## src/rtl/alu_uart_iface.sv

```systemverilog
// alu_uart_iface: collects A, B and opcode bytes from uart_rx, drives the ALU, sends the result byte to uart_tx.
// Optional opcode validation with ERR_CODE reply is enabled by defining ALU_IFACE_OPCHECK_EN.
module alu_uart_iface #(
    parameter int                 NB_DATA   = 8,
    parameter int                 NB_OPCODE = 6,
    parameter logic [NB_DATA-1:0] ERR_CODE  = 8'hEE
) (
    input  logic                 i_clk,
    input  logic                 i_reset,
    input  logic [NB_DATA-1:0]   i_rx_data,
    input  logic                 i_rx_done,
    input  logic                 i_tx_busy,
    input  logic                 i_tx_done,
    input  logic [NB_DATA-1:0]   i_alu_result,
    output logic [NB_DATA-1:0]   o_op_1,
    output logic [NB_DATA-1:0]   o_op_2,
    output logic [NB_OPCODE-1:0] o_opcode,
    output logic [NB_DATA-1:0]   o_tx_data,
    output logic                 o_tx_start,
    output logic                 o_overrun,
    output logic [2:0]           o_state
);
    typedef enum logic [2:0] {
        WAIT_A  = 3'd0,
        WAIT_B  = 3'd1,
        WAIT_OP = 3'd2,
        COMPUTE = 3'd3,
        SEND    = 3'd4,
        WAIT_TX = 3'd5
    } state_t;

    state_t               state_q, state_d;
    logic [NB_DATA-1:0]   op_1_q, op_1_d, op_2_q, op_2_d, tx_data_q, tx_data_d;
    logic [NB_OPCODE-1:0] opcode_q, opcode_d;
    logic                 tx_start_q, tx_start_d, overrun_q, overrun_d;
    logic                 accepting;

`ifdef ALU_IFACE_OPCHECK_EN
    logic                 op_ok;
    assign op_ok = (i_rx_data[NB_DATA-1:NB_OPCODE] == '0) &&
                   (i_rx_data[NB_OPCODE-1:0] inside {NB_OPCODE'('h20), NB_OPCODE'('h22), NB_OPCODE'('h24),
                                                      NB_OPCODE'('h25), NB_OPCODE'('h26), NB_OPCODE'('h03),
                                                      NB_OPCODE'('h02), NB_OPCODE'('h27)});
`endif

    // Only the three collection states take bytes; anything else, including illegal codes, is an overrun.
    assign accepting = (state_q == WAIT_A) || (state_q == WAIT_B) || (state_q == WAIT_OP);

    always_comb begin
        state_d    = state_q;
        op_1_d     = op_1_q;
        op_2_d     = op_2_q;
        opcode_d   = opcode_q;
        tx_data_d  = tx_data_q;
        tx_start_d = 1'b0;
        overrun_d  = overrun_q | (i_rx_done & ~accepting);
        case (state_q)
            WAIT_A: if (i_rx_done) begin
                op_1_d  = i_rx_data;
                state_d = WAIT_B;
            end
            WAIT_B: if (i_rx_done) begin
                op_2_d  = i_rx_data;
                state_d = WAIT_OP;
            end
            WAIT_OP: if (i_rx_done) begin
`ifdef ALU_IFACE_OPCHECK_EN
                if (op_ok) begin
                    opcode_d = i_rx_data[NB_OPCODE-1:0];
                    state_d  = COMPUTE;
                end else begin
                    tx_data_d = ERR_CODE;
                    state_d   = SEND;
                end
`else
                opcode_d = i_rx_data[NB_OPCODE-1:0];
                state_d  = COMPUTE;
`endif
            end
            COMPUTE: begin
                tx_data_d = i_alu_result;
                state_d   = SEND;
            end
            SEND: if (!i_tx_busy) begin
                tx_start_d = 1'b1;
                state_d    = WAIT_TX;
            end
            WAIT_TX: if (i_tx_done) state_d = WAIT_A;
            default: state_d = WAIT_A;
        endcase
    end

    always_ff @(posedge i_clk or posedge i_reset) begin
        if (i_reset) begin
            state_q    <= WAIT_A;
            op_1_q     <= '0;
            op_2_q     <= '0;
            opcode_q   <= '0;
            tx_data_q  <= '0;
            tx_start_q <= 1'b0;
            overrun_q  <= 1'b0;
        end else begin
            state_q    <= state_d;
            op_1_q     <= op_1_d;
            op_2_q     <= op_2_d;
            opcode_q   <= opcode_d;
            tx_data_q  <= tx_data_d;
            tx_start_q <= tx_start_d;
            overrun_q  <= overrun_d;
        end
    end

    assign o_op_1     = op_1_q;
    assign o_op_2     = op_2_q;
    assign o_opcode   = opcode_q;
    assign o_tx_data  = tx_data_q;
    assign o_tx_start = tx_start_q;
    assign o_overrun  = overrun_q;
    assign o_state    = state_q;
endmodule

```

## config.mk

```make
export PLATFORM = sky130hd
export DESIGN_NAME = alu_uart_iface
export DESIGN_NICKNAME = d
export VERILOG_FILES = /design/src/rtl/alu_uart_iface.sv
export SDC_FILE = /design/constraint.sdc
export NUM_CORES = 1
export LEC_CHECK = 0
export CORE_MARGIN = 4
export CORE_UTILIZATION = 40
export CTS_CLUSTER_SIZE = 8
export DETAILED_ROUTE_END_ITERATION = 16
export PLACE_DENSITY = 0.75
export SYNTH_ARGS = -nofsm -noshare
export SYNTH_HDL_FRONTEND = slang
export SYNTH_SLANG_ARGS = --single-unit
```

## constraint.sdc

```tcl
create_clock -name i_clk -period 1.8 [get_ports i_clk]
set_clock_uncertainty 0.2 [all_clocks]
set_input_delay 0.18 -clock i_clk [delete_from_list [all_inputs] [get_ports i_clk]]
set_output_delay 0.18 -clock i_clk [all_outputs]
set_load 0.005 [all_outputs]
```

# --- Word-level counts from Yosys, hierarchy flattened ---
# Cells that the tools add are included.
# W data, S select, Z words.
classes:
  eq_ne: 10
  n_mux: 8
  n_bitwise: 3
  n_reduce_logical: 7
op_table:
  columns: ["cell", "count"]
  rows:
  - ["$pmux W3 S6", 1]
  - ["$mux W3", 5]
  - ["$ne A2 B2 Y1 const B", 5]
  - ["$eq A3 B2 Y1 const B", 2]
  - ["$eq A3 B3 Y1 const B", 2]
  - ["$reduce_and A2 Y1", 3]
  - ["$reduce_and A5 Y1", 1]
  - ["$eq A3 B1 Y1 const B", 1]
  - ["$logic_not A3 Y1", 1]
  - ["$logic_or A1 B1 Y1", 2]
  - ["$mux W1", 2]
  - ["$and A1 B1 Y1", 1]
  - ["$not A1 Y1", 1]
  - ["$or A1 B1 Y1", 1]
totals:
  register_bits: 35
  input_bits: 21
  out_inout_bits: 35
  elab_cells: 35

# --- Logic depth before layout (Yosys ltp) ---
logic_depth:
  depth_word: 6
  depth_mapped: 4
  ltp_nobuf: 2

# --- Worst setup path before layout ---
# Ideal clock, no wire load.
synth_path:
  path_type: "register to register"
  from: "reg state_q[1], in the netlist o_state[1]"
  to: "reg op_1_q[0], in the netlist o_op_1[0]"
  setup_time_ns: 0.125
  arrival_ns: 1.357
  required_ns: 1.475
  slack_ns: 0.118
  stages_incl_launch_ff: 4
  path_buffers: 1
  synth_period_minus_slack_ns: 1.682
  path_cell_list: "dfrtp_1 -> buf_6 -> nor4b_4 -> mux2_2"
synth_via:
  elab_chain_len: 2
synth_lines:
  columns: ["element", "line", "rtl"]
  rows:
  - ["start, declared", "32", "state_t state_q, state_d;"]
  - ["start signal, assigned", "103", "state_q <= state_d;"]
  - ["$logic_not A3 Y1", "57", "case (state_q)"]
  - ["$reduce_and A2 Y1 (no line)", null, null]
  - ["end signal, assigned", "104", "op_1_q <= op_1_d;"]
  - ["end, declared", "33", "logic [NB_DATA-1:0] op_1_q, op_1_d, op_2_q, op_2_d, tx_data_q, tx_data_d;"]
# Every way passes these cells.
# A chain may end at the register's enable or synchronous reset.

# --- Final worst setup path ---
layout_path:
  from: "reg state_q[2], in the netlist o_state[2]"
  to: "out o_state[2]"
layout_lines:
  columns: ["element", "line", "rtl"]
  rows:
  - ["end, declared", "21", "output logic [2:0] o_state"]
# No word-level cell between the ends.

==> impl_metrics.yaml <==
placement:
  io_buffers: 55
  gp_routability_congestion: 0.7507
  place_ws_ns: -0.09290
  dp_hpwl_microns: 2167
  dp_cells: 190
routing:
  vias: 932
  routed_wirelength_microns: 2879
  drt_iter0_drc: 34
  ant_nets: 0
  drc: 0
  viasPerCell: 4.707
  drt_pass1_iterations: 3
  wl_per_cell_microns: 14.54
global_route:
  grt_pass1_vias: 1044
  grt_max_degree: 36
  grt_usage_pct: 14.45
  grt_pass1_wl_microns: 4816
  antenna_found_initial: 0
  grt-ovfl-total: 0
worst_setup_path:
  path_class: "register to output port"
  max_stage_delay_ns: 0.53
  crit_required_ns: 1.42
  cp-end-kind: "output port"
  worstPathArrival_ns: 1.35
  path_delay_family: "buffers and inverters"
  r2r_end: "o_op_2[0]"
  cp.buffers_inverters: 1
  start_kind: "register"
  crit-reg2reg-launch: "o_state[1]"
  cp_cell_sequence: "clkdlybuf4s50_1"
  slowest_stage: "clkdlybuf4s50_1"
  rrSetupSlack_ns: 0.14
  reg2reg_depth: 3
  cp_max_fo: 9
yosys:
  netlist_top_cells_area: "dfrtp_1 63%, mux2_2 24%, nor4b_4 1.7%"
  ys_top_cells_by_count: "35 x dfrtp_1, 30 x mux2_2, 3 x buf_2"
  synth_area_sq_um: 1395
  ys_ff_latch: 35
  synth_edf_count: 0
  syn_nets: 108
  ys_seq_area_share_pct: 62.78
  synth_flop_cell: "dfrtp_1"
  synth_warnings: 0
  avgSynthCellArea_sq_um: 16.04
  syn_inst: 87
  ys_types: 17
  async_reset_ff_share_pct: 100.0
  yosysMostFrequentCell: "dfrtp_1"
  synth.largest_area_cell: "dfrtp_1"
  yosysTopAreaCellShare_pct: 62.78
status:
  status: "completed"
timing:
  fin_crit_ns: 1.727
  relSlewSlack_pct: 71.21
  period_share_pct: 95.94
  clock.fmax_mhz: 579.1
  maxSlewViolCount: 0
  fin_ws_ns: 0.07313
  setup_viol_count_final: 0
  finalHoldViolCount: 0
  rsz0062_at_grt: "no"
  worst_slew_pin_slew_ns: 0.4306
cells_and_area:
  multi_input_area_sq_um: 480.5
  fill_cells: 293
  stdcell_count: 198
  finish.net_count: 173
  seqCellArea_sq_um: 879.6
  drive_gt1_share_pct: 33.55
  syn2layout_area_growth_pct: 50.13
  n_antenna_cell: 0
clock_tree:
  htreeDepth: 2
  clk_pin_slew_ns: 0.10
  cts.sinks: 35
  postCtsHoldBufs: 0
  cts_tree: "done"
  cts_root_buf: "clkbuf_4"
  cts_made_buffers: 5
  insertion_delay_ns: 0.32
  clk_path_buf_depth: 2
floorplanning:
  start_util_pct: 41.48
  fp.dieArea_sq_um: 4496
  die_width_microns: 67.06
  rows: 21
  ios: 56
  fp.dieH_microns: 67.06
  coreArea_sq_um: 3363
min_path:
  min_path_type: "primary input to async pin"
power:
  power.leakage_nw: 0.8758
  max-vdd-ir-drop_mv: 0.7869
  powerDensity_nw_per_um2: 1675
run:
  cap_violations: 0
==> flip-flops by register name (all words and copies together), names as in the netlist <==
name,flops
o_tx_start,1
o_state,3
o_overrun,1
o_op_2,8
o_tx_data,8
o_opcode,6
o_op_1,8
==> cell families after synthesis <==
logic type | Yosys count | synth area share [%]
flops | 35 | 62.78
mux | 31 | 24.93
compound gates | 6 | 3.228
simple gates | 8 | 5.830
buf+inv | 7 | 3.228
==> cell usage in the layout, fill, tap and decap left out <==
| cell type | n |
|---|---|
| o21ai_0 | 1 |
| dlygate4sd2_1 | 1 |
| nor4b_4 | 1 |
| clkdlybuf4s50_1 | 54 |
| inv_1 | 2 |
| a21oi_1 | 1 |
| nor4b_1 | 1 |
| mux2i_1 | 1 |
| nor4bb_1 | 1 |
| clkbuf_8 | 1 |
| buf_4 | 7 |
| dfrtp_1 | 32 |
| nor4bb_2 | 1 |
| a21o_1 | 2 |
| a21bo_2 | 1 |
| clkinv_2 | 1 |
| buf_6 | 1 |
| nand3b_1 | 2 |
| clkbuf_4 | 5 |
| a311o_1 | 1 |
| nor3b_1 | 1 |
| nand2b_1 | 1 |
| mux2_2 | 30 |
| dfrtp_2 | 3 |
==> per-layer routing <==
| layer | track usage, % | vias up | part of all wire (%) |
|---|---|---|---|
| li1 | - | 435 | - |
| met1 | 16.49 | 465 | 39 |
| met2 | 24.66 | 29 | 52 |
| met3 | 5.059 | 3 | 7.3 |
| met4 | 5.316 | 0 | 1.0 |
| met5 | 0 | - | 0 |
==> worst max path at each step <==
stage | startpoint | depth (start not counted) | slack, ns | to
global route | o_state[2] | 1 | 0.01 | o_state[2]
global placement | i_rx_done | 4 | -0.05 | o_opcode[5]
detailed placement | i_rx_done | 4 | -0.09 | o_op_2[0]
floorplan | o_state[1] | 3 | 0.12 | o_op_1[0]
CTS | o_state[2] | 1 | 0.02 | o_state[2]
finish | o_state[2] | 1 | 0.07 | o_state[2]
==> power breakdown <==
part           switching (mW)  leakage [nW]  internal, mW  total, mW
clock                   0.244        0.0341         0.181      0.425
sequential              0.270         0.411          1.18       1.45
combinational           0.465         0.431          1.17       1.63
total                   0.979         0.876          2.53       3.51
==> timing repair <==
action                     in CTS  in global routing
pin swaps                       0                  0
setup endpoints to repair       3                  1
resized for setup               5                  0
buffers inserted                0                  1
==> worst reg2reg max path, stage by stage (launching register included) <==
cell	delay [ns]
dfrtp_2	0.49
nor4bb_2	0.30
buf_4	0.21
mux2_2	0.35
==> cell type report <==
class | instances | area share (%)
clock inverters | 1 | 0.2389
flip-flops and latches | 35 | 42.00
multi-input cells | 45 | 22.94
repair buffers | 63 | 29.27
clock buffers | 6 | 2.449
inverters | 2 | 0.3584
well taps | 46 | 2.748
==> per-stage QoR <==
stage | hold WS (ns) | TNS [ns] | util [%] | power, mW | instance area (sq um)
floorplan | 0.06239 | 0 | - | 2.131 | 1395
global placement | 0.2499 | -0.5785 | 60.19 | 3.042 | 2024
detailed placement | 0.2572 | -0.9168 | 60.19 | 3.099 | 2024
CTS | 0.03663 | 0 | 62.05 | 3.540 | 2087
global route | 0.09830 | 0 | 62.28 | 3.759 | 2095
finish | 0.03541 | 0 | 62.28 | 3.508 | 2095
(Power assumes the default switching activity.)
